==> config.mk <==
export PLATFORM = sky130hd
export DESIGN_NAME = serial_frame_rx_flat
export DESIGN_NICKNAME = d
export VERILOG_FILES = /design/src/rtl/serial_frame_rx_if.sv /design/src/rtl/serial_frame_rx.sv /design/src/flat_wrapper.sv
export SDC_FILE = /design/constraint.sdc
export NUM_CORES = 1
export LEC_CHECK = 0
export CAP_MARGIN = 20
export CORE_UTILIZATION = 39
export CTS_CLUSTER_DIAMETER = 150
export DETAILED_ROUTE_END_ITERATION = 6
export MAX_ROUTING_LAYER = met4
export PLACE_DENSITY = 0.6
export SYNTH_ARGS = -nofsm -noshare
export SYNTH_HDL_FRONTEND = slang
export SYNTH_SLANG_ARGS = --single-unit
==> constraint.sdc <==
create_clock -name clk -period 1.85 [get_ports clk]
set_clock_uncertainty 0.1 [all_clocks]
set_input_delay 0.4625 -clock clk [delete_from_list [all_inputs] [get_ports clk]]
set_output_delay 0.4625 -clock clk [all_outputs]
set_load 0.01 [all_outputs]
==> src/rtl/serial_frame_rx_if.sv <==
// serial_frame_rx_if: byte-stream input and word/frame output signals of the
// serial frame receiver. The master side is the UART receiver feeding bytes
// and the word consumer; the slave side is the frame receiver itself.
interface serial_frame_rx_if;
    logic        rx_valid;
    logic [7:0]  rx_data;
    logic        rx_err;
    logic        busy;
    logic [1:0]  mode;
    logic        word_valid;
    logic [31:0] word_data;
    logic [3:0]  word_idx;
    logic        word_is_freq;
    logic        frame_done;
    logic        frame_err;

    modport master (
        output rx_valid, rx_data, rx_err,
        input  busy, mode, word_valid, word_data, word_idx, word_is_freq,
               frame_done, frame_err
    );

    modport slave (
        input  rx_valid, rx_data, rx_err,
        output busy, mode, word_valid, word_data, word_idx, word_is_freq,
               frame_done, frame_err
    );
endinterface

==> src/rtl/serial_frame_rx.sv <==
// serial_frame_rx: reassembles 32-bit words from a framed UART byte stream.
// Frame: 0xFF magic, mode byte {6'b0, mode}, 2 freq words if mode[1], then
// 10 time words if mode[0]; each word is 4 bytes, LSB first. All strobes are
// registered and appear one cycle after the byte that triggers them.
// Build option: define SERIAL_RX_TIMEOUT_EN to abort a frame after
// TIMEOUT_CYCLES consecutive clocks without a byte.
module serial_frame_rx #(
    parameter int unsigned TIMEOUT_CYCLES = 100000
) (
    input  logic             clk,
    input  logic             rst_n,
    serial_frame_rx_if.slave bus
);
    typedef enum logic [1:0] {HUNT, MODE, FREQ, TIME} state_t;

    localparam logic [7:0] MAGIC      = 8'hFF;
    localparam logic [3:0] FREQ_WORDS = 4'd2;
    localparam logic [3:0] TIME_WORDS = 4'd10;

    state_t      state_q, state_d;
    logic [1:0]  byte_cnt_q;
    logic [3:0]  word_cnt_q;
    logic [23:0] asm_q;
    logic [1:0]  mode_q;

    logic timeout;
    logic data_ok, in_word, mode_bad, mode_empty;
    logic word_end, last_word, done_fire, err_fire;

    assign bus.busy = (state_q != HUNT);
    assign bus.mode = mode_q;

`ifdef SERIAL_RX_TIMEOUT_EN
    localparam int TMO_W = $clog2(TIMEOUT_CYCLES + 1);
    logic [TMO_W-1:0] tmo_cnt_q;

    // The idle count reaching TIMEOUT_CYCLES-1 means this is the last allowed idle clock.
    assign timeout = bus.busy && !bus.rx_valid &&
                     (tmo_cnt_q == TMO_W'(TIMEOUT_CYCLES - 1));

    // Count idle clocks inside a frame; any byte or leaving the frame clears it.
    always_ff @(posedge clk or negedge rst_n) begin
        if (!rst_n) begin
            tmo_cnt_q <= '0;
        end else if (!bus.busy || bus.rx_valid || timeout) begin
            tmo_cnt_q <= '0;
        end else begin
            tmo_cnt_q <= tmo_cnt_q + 1'b1;
        end
    end
`else
    // No timeout in this build; the parameter is still referenced so both
    // builds expose the same parameter list without an unused-parameter hole.
    assign timeout = (TIMEOUT_CYCLES == 0) & 1'b0;
`endif

    // State register.
    always_ff @(posedge clk or negedge rst_n) begin
        if (!rst_n) begin
            state_q <= HUNT;
        end else begin
            // NOTE: sequential state always uses non-blocking assignments so
            // every register samples the pre-edge values of its neighbours.
            state_q <= state_d;
        end
    end

    // Decode strobe conditions from the current state and the incoming byte.
    always_comb begin
        data_ok    = bus.rx_valid && !bus.rx_err && (state_q != HUNT);
        in_word    = (state_q == FREQ) || (state_q == TIME);
        mode_bad   = (state_q == MODE) && (bus.rx_data[7:2] != 6'd0);
        mode_empty = (state_q == MODE) && (bus.rx_data == 8'h00);
        word_end   = data_ok && in_word && (byte_cnt_q == 2'd3);
        last_word  = word_end && (word_cnt_q == 4'd1) &&
                     ((state_q == TIME) || !mode_q[0]);
        done_fire  = (data_ok && mode_empty) || last_word;
        err_fire   = (bus.rx_valid && bus.rx_err && (state_q != HUNT)) ||
                     (data_ok && mode_bad) || timeout;
    end

    // Next-state logic: only a valid byte (or a timeout) moves the FSM.
    always_comb begin
        // NOTE: state_d gets a default before any branch so no path leaves it
        // unassigned, which would otherwise infer a latch.
        state_d = state_q;
        if (timeout) begin
            state_d = HUNT;
        end else if (bus.rx_valid) begin
            case (state_q)
                HUNT: if (bus.rx_data == MAGIC) state_d = MODE;
                MODE: begin
                    if (bus.rx_err || mode_bad) state_d = HUNT;
                    else if (bus.rx_data[1])    state_d = FREQ;
                    else if (bus.rx_data[0])    state_d = TIME;
                    else                        state_d = HUNT;
                end
                FREQ: begin
                    if (bus.rx_err)                             state_d = HUNT;
                    else if (word_end && word_cnt_q == 4'd1)    state_d = mode_q[0] ? TIME : HUNT;
                end
                TIME: begin
                    if (bus.rx_err || last_word) state_d = HUNT;
                end
                default: state_d = HUNT;
            endcase
        end
    end

    // Byte/word counters, assembly buffer and latched mode.
    always_ff @(posedge clk or negedge rst_n) begin
        if (!rst_n) begin
            byte_cnt_q <= 2'd0;
            word_cnt_q <= 4'd0;
            asm_q      <= 24'd0;
            mode_q     <= 2'd0;
        end else if (data_ok && (state_q == MODE) && !mode_bad) begin
            mode_q     <= bus.rx_data[1:0];
            byte_cnt_q <= 2'd0;
            word_cnt_q <= bus.rx_data[1] ? FREQ_WORDS : TIME_WORDS;
        end else if (data_ok && in_word) begin
            if (word_end) begin
                byte_cnt_q <= 2'd0;
                word_cnt_q <= ((state_q == FREQ) && (word_cnt_q == 4'd1)) ?
                              TIME_WORDS : word_cnt_q - 4'd1;
            end else begin
                byte_cnt_q <= byte_cnt_q + 2'd1;
                case (byte_cnt_q)
                    2'd0:    asm_q[7:0]   <= bus.rx_data;
                    2'd1:    asm_q[15:8]  <= bus.rx_data;
                    2'd2:    asm_q[23:16] <= bus.rx_data;
                    default: ;
                endcase
            end
        end
    end

    // Registered outputs: strobes every cycle, word fields only on completion.
    always_ff @(posedge clk or negedge rst_n) begin
        if (!rst_n) begin
            bus.word_valid   <= 1'b0;
            bus.frame_done   <= 1'b0;
            bus.frame_err    <= 1'b0;
            bus.word_data    <= 32'd0;
            bus.word_idx     <= 4'd0;
            bus.word_is_freq <= 1'b0;
        end else begin
            bus.word_valid <= word_end;
            bus.frame_done <= done_fire;
            bus.frame_err  <= err_fire;
            if (word_end) begin
                bus.word_data    <= {bus.rx_data, asm_q};
                bus.word_idx     <= word_cnt_q;
                bus.word_is_freq <= (state_q == FREQ);
            end
        end
    end
endmodule

==> src/flat_wrapper.sv <==
// flat-port wrapper written by rule: the top's interface ports become plain ports
module serial_frame_rx_flat 
#(
    parameter int unsigned TIMEOUT_CYCLES = 100000
)
  (clk, rst_n, bus_rx_valid, bus_rx_data, bus_rx_err, bus_busy, bus_mode, bus_word_valid, bus_word_data, bus_word_idx, bus_word_is_freq, bus_frame_done, bus_frame_err);
  serial_frame_rx_if bus_i ();
  input  logic clk;
  input  logic rst_n;
  input wire logic [$bits(bus_i.rx_valid)-1:0] bus_rx_valid;
  input wire logic [$bits(bus_i.rx_data)-1:0] bus_rx_data;
  input wire logic [$bits(bus_i.rx_err)-1:0] bus_rx_err;
  output wire logic [$bits(bus_i.busy)-1:0] bus_busy;
  output wire logic [$bits(bus_i.mode)-1:0] bus_mode;
  output wire logic [$bits(bus_i.word_valid)-1:0] bus_word_valid;
  output wire logic [$bits(bus_i.word_data)-1:0] bus_word_data;
  output wire logic [$bits(bus_i.word_idx)-1:0] bus_word_idx;
  output wire logic [$bits(bus_i.word_is_freq)-1:0] bus_word_is_freq;
  output wire logic [$bits(bus_i.frame_done)-1:0] bus_frame_done;
  output wire logic [$bits(bus_i.frame_err)-1:0] bus_frame_err;
  assign bus_i.rx_valid = bus_rx_valid;
  assign bus_i.rx_data = bus_rx_data;
  assign bus_i.rx_err = bus_rx_err;
  assign bus_busy = bus_i.busy;
  assign bus_mode = bus_i.mode;
  assign bus_word_valid = bus_i.word_valid;
  assign bus_word_data = bus_i.word_data;
  assign bus_word_idx = bus_i.word_idx;
  assign bus_word_is_freq = bus_i.word_is_freq;
  assign bus_frame_done = bus_i.frame_done;
  assign bus_frame_err = bus_i.frame_err;
  serial_frame_rx #(.TIMEOUT_CYCLES(TIMEOUT_CYCLES)) u_core (.clk(clk), .rst_n(rst_n), .bus(bus_i));
endmodule
==> Flow_metrics.wiki, run 1 <==
{| class="wikitable"
! Metric !! Value
|-
| Post-CTS clock slew at the launch and capture registers of the worst setup and hold paths || 0.08 ns
|-
| Final setup violating endpoints || 0
|-
| Slowest stage cell on the critical path || clkdlybuf4s50_1
|-
| Pwr Density || 1510 nW/um^2
|-
| List of cells traversed by the critical path || clkdlybuf4s50_1
|-
| Max Slew Vio Count || 0
|-
| #FFs+latches synth || 74
|-
| Setup Total Neg Slack || 0 ns
|-
| WP buf/inv || 1
|-
| Quantity of I/O buffers inserted on ports || 54
|-
| Post-synth ARST share || 1.00
|-
| Boundary Pins || 55
|-
| Mapped Nets || 306
|-
| Critical path's largest stage delay || 0.54 ns
|-
| Layout cell share with drive strength beyond 1 || 0.210
|-
| Number of endpoints with negative hold slack in the final report || 0
|-
| Warnings, synthesis || 0
|-
| Pleak || 2.22 nW
|-
| Routed Wire Length || 6880 um
|-
| Wire length of the first global-routing pass || 11600 um
|-
| Nets || 389
|-
| Highest fanout seen on the critical path || 2
|-
| Post-Syn Area || approximately 3100 um^2
|-
| Largest net degree at the start of global routing || 75
|-
| Required time at the worst-slack endpoint || roughly 1.3 ns
|-
| Number of enable-type register cells in the synthesized netlist || 0
|-
| Share of the core filled with cells in the final layout || 0.546
|-
| Share of the cycle needed by the critical path after routing || 0.984
|-
| Beginning of the worst register-to-register path || u_core.byte_cnt_q[0]$_DFFE_PN0P_
|-
| Fillers || 737
|-
| Top flip-flop cell by instance count after synthesis || dfrtp_1
|-
| Clock root buffer || clkbuf_8
|-
| DIE WIDTH || 91.1 um
|-
| Area contributors post-synth || dfrtp_1 60%, nand2_1 13%, mux2_2 8.4%
|-
| Worst slew slack as a fraction of its limit || 0.738
|-
| Std cell rows || 32
|-
| Antenna violation net count after detailed routing || 0
|-
| CTS max path bufs || 2
|-
| Most instantiated library cell after synthesis || nand2_1
|-
| Top cells by instance count after synthesis || 110 x nand2_1, 74 x dfrtp_1, 23 x mux2_2
|-
| Worst IR Drop VDD || 0.661 mV
|-
| Die height || between 90 and 100 um
|-
| Number of inserted diodes || 0
|-
| Clock latency at the later pin of the worst-skew pair || 0.35 ns
|-
| Clock tree from TritonCTS || done
|-
| Synth Instances || around 290
|-
| Startpoint Class || flop
|-
| Top cell type by total area after synthesis || dfrtp_1
|-
| Postcts setup bufs || 0
|-
| Area growth, synth to finish || 35.5%
|-
| Unrepaired setup endpoints after global routing || no
|-
| Yosys cell types || 39
|-
| Capture instance of the worst register-to-register path || u_core.word_cnt_q[3]$_DFFE_PN0P_
|-
| Slew at the pin closest to its max-slew limit || 0.392 ns
|-
| Number of DRC violations after detailed-routing iteration 0 || 115
|-
| GRT Util Overall || 0.190
|-
| Run status || finished clean
|-
| Worst path top cell family by delay || buffers and inverters
|-
| Data arrival, critical path || about 1.3 ns
|-
| Vias in the first global route || 2251
|-
| Kind of end point of the critical path || output port
|-
| Overall overflow remaining after global route || 0
|-
| Number of clock sinks seen by CTS || 74
|-
| Number of max-capacitance violations reported || 0
|-
| R2R cell count || 6
|-
| Avg Cell Area, Syn || 10.8 um^2
|-
| Top achievable clock speed || 0.549 GHz
|-
| Total number of vias || approximately 2300
|-
| Number of clock buffers inserted by TritonCTS || 9
|-
| Routability cong. || 0.818
|-
| HPWL after detailed placement || 4800 um
|-
| Hold WC Path Type || input pin to async pin
|-
| Area share of the largest cell type after synthesis || 0.597
|-
| CTS HTree Levels || 3
|-
| Register-to-register setup slack || approximately 0.1 ns
|-
| Total die area || between 8000 and 9000 um^2
|-
| Share of the yosys chip area belonging to registers || 0.597
|-
| Initial antenna violation count || 0
|-
| Number of search-and-repair iterations in the first detailed-routing pass || 5
|-
| Clock period minus final worst setup slack || 1.82 ns
|-
| DRC violation count after routing || 0
|-
| Avg WL per Cell || 14.4 um
|-
| Average via count per standard cell || roughly 4.8
|-
| Starting density of the core || 0.403
|-
| CP Class || flop to output port
|-
| Core Region || 7690 um^2
|}
## per-stage QoR
step	hold slack, ns	instances	power, mW	instance area (um^2)	setup WS [ns]
finish	0.0238	478	6.34	4200	0.0301
detailed placement	0.357	462	4.87	3950	-0.214
global route	0.0602	478	6.75	4200	0.00130
global placement	0.350	462	4.83	3950	-0.198
CTS	0.0440	478	6.42	4190	0.000912
floorplan	0.0669	288	3.73	3100	0.283
## per-layer routing
metal | share of wire | wire length, um | track usage | up-vias
met5 | 0 | 0 | - | -
met2 | 0.45 | 3110 | 0.271 | 56
met4 | 0.020 | 137 | 0.0873 | 0
met1 | 0.48 | 3290 | 0.268 | 1098
li1 | - | - | - | 1116
met3 | 0.050 | 342 | 0.0310 | 10
## flip-flops by register name, summed over array words and instances, names as in the netlist, 2 cells and up
| name | flops |
|---|---|
| u_core.bus.word_data | 32 |
| u_core.asm_q | 24 |
| u_core.bus.word_idx | 4 |
| u_core.word_cnt_q | 4 |
| u_core.bus.mode | 2 |
| u_core.byte_cnt_q | 2 |
| u_core.state_q | 2 |
## kinds of logic after synthesis
kind of cell | count (synthesis) | share of synthesized area
simple gates | 143 | 0.210
compound gates | 20 | 0.0400
fa+ha+maj | 6 | 0.0242
flops | 74 | 0.597
buf+inv | 16 | 0.0242
mux | 29 | 0.104
## repair_timing
item                                    4_1_cts  5_1_grt
hold buffers                                  0        0
gates resized for setup                       5        5
endpoints found under the setup margin        2        5
pin swaps                                     0        0
## cells in the final DEF (no fill, tap or decap), types with 3 or more instances in the layout
master	netlist	layout
bufinv_16	0	3
clkdlybuf4s50_1	0	46
inv_1	5	5
a21oi_1	6	6
o21ai_0	5	5
buf_4	3	26
mux2_1	3	3
dfrtp_1	74	74
dlymetal6s2s_1	0	5
ha_1	6	6
mux2i_1	3	3
clkbuf_8	0	9
mux2_2	23	23
nand2_4	3	3
nor2_1	9	9
nand2_1	110	110
## final cells by class
type	instances	area, um^2	area share
sequential	74	1850	0.441
timing repair buffer	82	783	0.186
clock inverter	7	116	0.0277
multi-input combinational	198	1170	0.280
clock buffer	9	124	0.0295
tap	102	128	0.0304
inverter	6	22.5	0.00536
## where the power goes
group / internal [mW] / total (mW) / switching, mW
clock: 0.895 / 1.52 / 0.621
sequential: 2.29 / 2.68 / 0.397
combinational: 1.21 / 2.14 / 0.935
## worst max-delay path by stage
| stage | end | slack, ns | startpoint | cells past startpoint |
|---|---|---|---|---|
| after floorplan | u_core.word_cnt_q[3]$_DFFE_PN0P_ | 0.28 | u_core.byte_cnt_q[0]$_DFFE_PN0P_ | 7 |
| after global placement | u_core.word_cnt_q[3]$_DFFE_PN0P_ | -0.20 | bus_rx_valid | 7 |
| after detailed placement | u_core.bus.mode[1]$_DFFE_PN0P_ | -0.21 | bus_rx_valid | 5 |
| after CTS | bus_word_data[4] | 0.0009 | u_core.bus.word_data[4]$_DFFE_PN0P_ | 1 |
| after global routing | bus_word_is_freq | 0.001 | u_core.bus.word_is_freq$_DFFE_PN0P_ | 1 |
| final | bus_word_data[29] | 0.03 | u_core.bus.word_data[29]$_DFFE_PN0P_ | 1 |
(Power assumes the default switching activity.)
==> run 2: changes to the inputs <==
--- a/config.mk
+++ b/config.mk
@@ -5,7 +5,7 @@
 export SDC_FILE = /design/constraint.sdc
 export NUM_CORES = 1
 export LEC_CHECK = 0
-export CAP_MARGIN = 20
+export CAP_MARGIN = 25
 export CORE_UTILIZATION = 39
 export CTS_CLUSTER_DIAMETER = 150
 export DETAILED_ROUTE_END_ITERATION = 6
==> constraint.sdc (replaced) <==
create_clock -name clk -period 1.8 [get_ports clk]
set_clock_uncertainty 0.1 [all_clocks]
set_input_delay 0.45 -clock clk [delete_from_list [all_inputs] [get_ports clk]]
set_output_delay 0.45 -clock clk [all_outputs]
set_load 0.01 [all_outputs]
==> Flow_metrics.wiki, run 2 (synthesized netlist as in run 1, its figures left out) <==
{| class="wikitable"
! Metric !! Value
|-
| Overall overflow remaining after global route || 0 (unchanged)
|-
| Final setup violating endpoints || 0 (unchanged)
|-
| Net switching share of the total power || 0.337 (+0.0289)
|-
| Total number of vias || 2312 (+1.4%)
|-
| Largest net degree at the start of global routing || 41 (-45%)
|-
| Starting density of the core || 0.403 (unchanged)
|-
| Quantity of I/O buffers inserted on ports || 54 (unchanged)
|-
| DIE WIDTH || 91.1 um (unchanged)
|-
| Clock period minus final worst setup slack || around 1.8 ns
|-
| Required time at the worst-slack endpoint || 1.25 ns (-0.04 ns)
|-
| Number of clock buffers inserted by TritonCTS || 9 (unchanged)
|-
| Hold WC Path Type || flop to flop
|-
| Final std cell area, no fill || 4170 um^2 (-0.74%)
|-
| Routed Wire Length || 6990 um (+1.6%)
|-
| Pwr Density || 1420 nW/um^2 (-5.7%)
|-
| CTS max path bufs || 2 (unchanged)
|-
| List of cells traversed by the critical path || clkdlybuf4s50_1
|-
| Regs by FF count || u_core.bus.word_data x32, u_core.asm_q x24
|-
| R2R cell count || 7 (+1)
|-
| Pleak || 2.46 nW (+11%)
|-
| Layout cell share with drive strength beyond 1 || 0.220 (+0.0104)
|-
| Most common cell after layout, fill and taps aside || nand2_1
|-
| GRT Util Overall || 0.190 (-0.000284)
|-
| Leading cell types in the layout, fill and taps excluded || 110 x nand2_1, 74 x dfrtp_1, 30 x buf_4
|-
| Total die area || 8310 um^2 (unchanged)
|-
| Critical path's largest stage delay || 0.54 ns (about the same)
|-
| Antenna violation net count after detailed routing || 0 (unchanged)
|-
| Top achievable clock speed || 0.564 GHz
|-
| HPWL after detailed placement || 5060 um (+5.3%)
|-
| Share of the cycle needed by the critical path after routing || 0.984
|-
| Switching power || 2.00 mW (+2.4%)
|-
| Post-placement cell area || 3970 um^2 (+0.57%)
|-
| WP buf/inv || 1 (unchanged)
|-
| Cell internal power dissipation || 3.94 mW (-10%)
|-
| Data arrival, critical path || 1.22 ns (-0.04 ns)
|-
| Boundary Pins || 55 (unchanged)
|-
| Worst path top cell family by delay || buffers and inverters
|-
| Part of the total power dissipated in combinational logic || 0.349 (+0.011)
|-
| Largest register FFs || 32 (unchanged)
|-
| Number of DRC violations after detailed-routing iteration 0 || 81 (-30%)
|-
| Number of inserted diodes || 0 (unchanged)
|-
| Clock power frac || 0.190 (-0.049)
|-
| Slowest stage cell on the critical path || clkdlybuf4s50_1
|-
| Total power || 5.94 mW (-6.4%)
|-
| Clock root buffer || clkbuf_8
|-
| Clock tree from TritonCTS || done
|-
| Post-CTS clock slew at the launch and capture registers of the worst setup and hold paths || 0.08 ns (about the same)
|-
| CTS HTree Levels || 3 (unchanged)
|-
| Fillers || 732 (-0.68%)
|-
| Vias in the first global route || 2382 (+5.8%)
|-
| Std cell rows || 32 (unchanged)
|-
| Power share of the sequential group || 0.462 (+0.039)
|-
| Min-Delay Path Depth || 2
|-
| Worst IR Drop VDD || 0.660 mV (about the same)
|-
| Highest fanout seen on the critical path || 2 (unchanged)
|-
| Startpoint Class || flop
|-
| Number of max-capacitance violations reported || 0 (unchanged)
|-
| Die height || 91.1 um (unchanged)
|-
| Max Slew Vio Count || 0 (unchanged)
|-
| Number of search-and-repair iterations in the first detailed-routing pass || 4 (-1)
|-
| DRC violation count after routing || 0 (unchanged)
|-
| Clock latency at the later pin of the worst-skew pair || 0.34 ns (about the same)
|-
| Initial antenna violation count || 0 (unchanged)
|-
| Worst slew slack as a fraction of its limit || 0.698 (-0.0404)
|-
| Number of clock sinks seen by CTS || 74 (unchanged)
|-
| Setup Total Neg Slack || 0 ns (unchanged)
|-
| Largest register by flop count || u_core.bus.word_data
|-
| Kind of end point of the critical path || output port
|-
| Logic depth of the worst setup path including buffers || 1 (unchanged)
|-
| Run status || finished clean
|-
| Wire length of the first global-routing pass || 11800 um (+1.1%)
|-
| Avg WL per Cell || 14.5 um (+0.52%)
|-
| Area growth, synth to finish || 34.5%
|-
| Average via count per standard cell || 4.79 (+0.35%)
|-
| Routability cong. || 0.822 (+0.39%)
|-
| CP Class || flop to output port
|-
| Number of endpoints with negative hold slack in the final report || 0 (unchanged)
|-
| Core Region || 7690 um^2 (unchanged)
|-
| Nets || 394 (+1.3%)
|-
| Slew at the pin closest to its max-slew limit || 0.453 ns (+0.0606 ns)
|}
## run 2: cell count changes in the layout (fill, tap and decap cells not counted), moves of 3 or more
cell / change
clkinv_4: +3
dlymetal6s2s_1: +9
bufinv_16: -3
clkdlybuf4s50_1: -32
dlygate4sd2_1: +23
buf_4: +4
## run 2: power groups by stage
stage	clock network, mW	logic, mW	registers (mW)
final	1.13	2.07	2.74
after global routing	1.23	2.30	2.84
after CTS	1.15	2.11	2.75
after detailed placement	0	2.25	2.78
after global placement	0	2.21	2.77
after floorplan	0	0.946	2.88
## run 2: per-layer routing
layer  global-route usage  up-vias  wire (um)
met5                    -        -          0
met4               0.0833        0        119
met1                0.254     1135       3410
met2                0.289       43       3280
li1                     -     1127          -
met3               0.0285        7        180
## run 2: metrics by stage
stage / setup WS, ns / hold WS (ns) / instances / utilization
2_1_floorplan: 0.233 / 0.0544 / 288 / -
3_3_place_gp: -0.246 / 0.325 / 465 / 0.516
3_5_place_dp: -0.241 / 0.327 / 465 / 0.516
4_1_cts: 0.000157 / 0.370 / 482 / 0.536
5_1_grt: -0.0254 / 0.389 / 483 / 0.542
6_report: 0.0284 / 0.368 / 483 / 0.542
## run 2: worst paths after layout
| path | from | to | slack [ns] |
|---|---|---|---|
| worst min register to register | u_core.asm_q[23]$_DFFE_PN0P_ | u_core.bus.word_data[23]$_DFFE_PN0P_ | 0.37 |
| min in group asynchronous | rst_n | u_core.bus.word_data[1]$_DFFE_PN0P_ | 0.48 |
| max in group asynchronous | rst_n | u_core.bus.word_data[29]$_DFFE_PN0P_ | 0.54 |
| worst max register to register | u_core.word_cnt_q[1]$_DFFE_PN0P_ | u_core.word_cnt_q[0]$_DFFE_PN0P_ | 0.05 |
| worst max-delay path | u_core.bus.mode[1]$_DFFE_PN0P_ | bus_mode[1] | 0.03 |
| worst min-delay path | u_core.asm_q[23]$_DFFE_PN0P_ | u_core.bus.word_data[23]$_DFFE_PN0P_ | 0.37 |
## run 2: layout make-up
type	count	area (um^2)	share of cell area
inverters	6	25.0	0.00600
clock inverters	6	43.8	0.0105
flip-flops and latches	74	1850	0.444
clock buffers	10	128	0.0306
multi-input cells	198	1180	0.284
well taps	102	128	0.0306
repair buffers	87	811	0.194
## run 2: repair_timing
action | in CTS | in global routing
endpoints found under the setup margin | 25 | 47
hold buffers | 1 | 0
setup buffers | 0 | 1
hold endpoints to repair | 17 | 0
gates resized for setup | 28 | 18
==> run 3: changes to the inputs <==
--- a/config.mk
+++ b/config.mk
@@ -5,6 +5,7 @@
 export SDC_FILE = /design/constraint.sdc
 export NUM_CORES = 1
 export LEC_CHECK = 0
+export ABC_CLOCK_PERIOD_IN_PS = 1800
 export CAP_MARGIN = 25
 export CORE_UTILIZATION = 39
 export CTS_CLUSTER_DIAMETER = 150
==> results of run 3 <==
Final layout, timing and power as in run 2 (identical DEF).
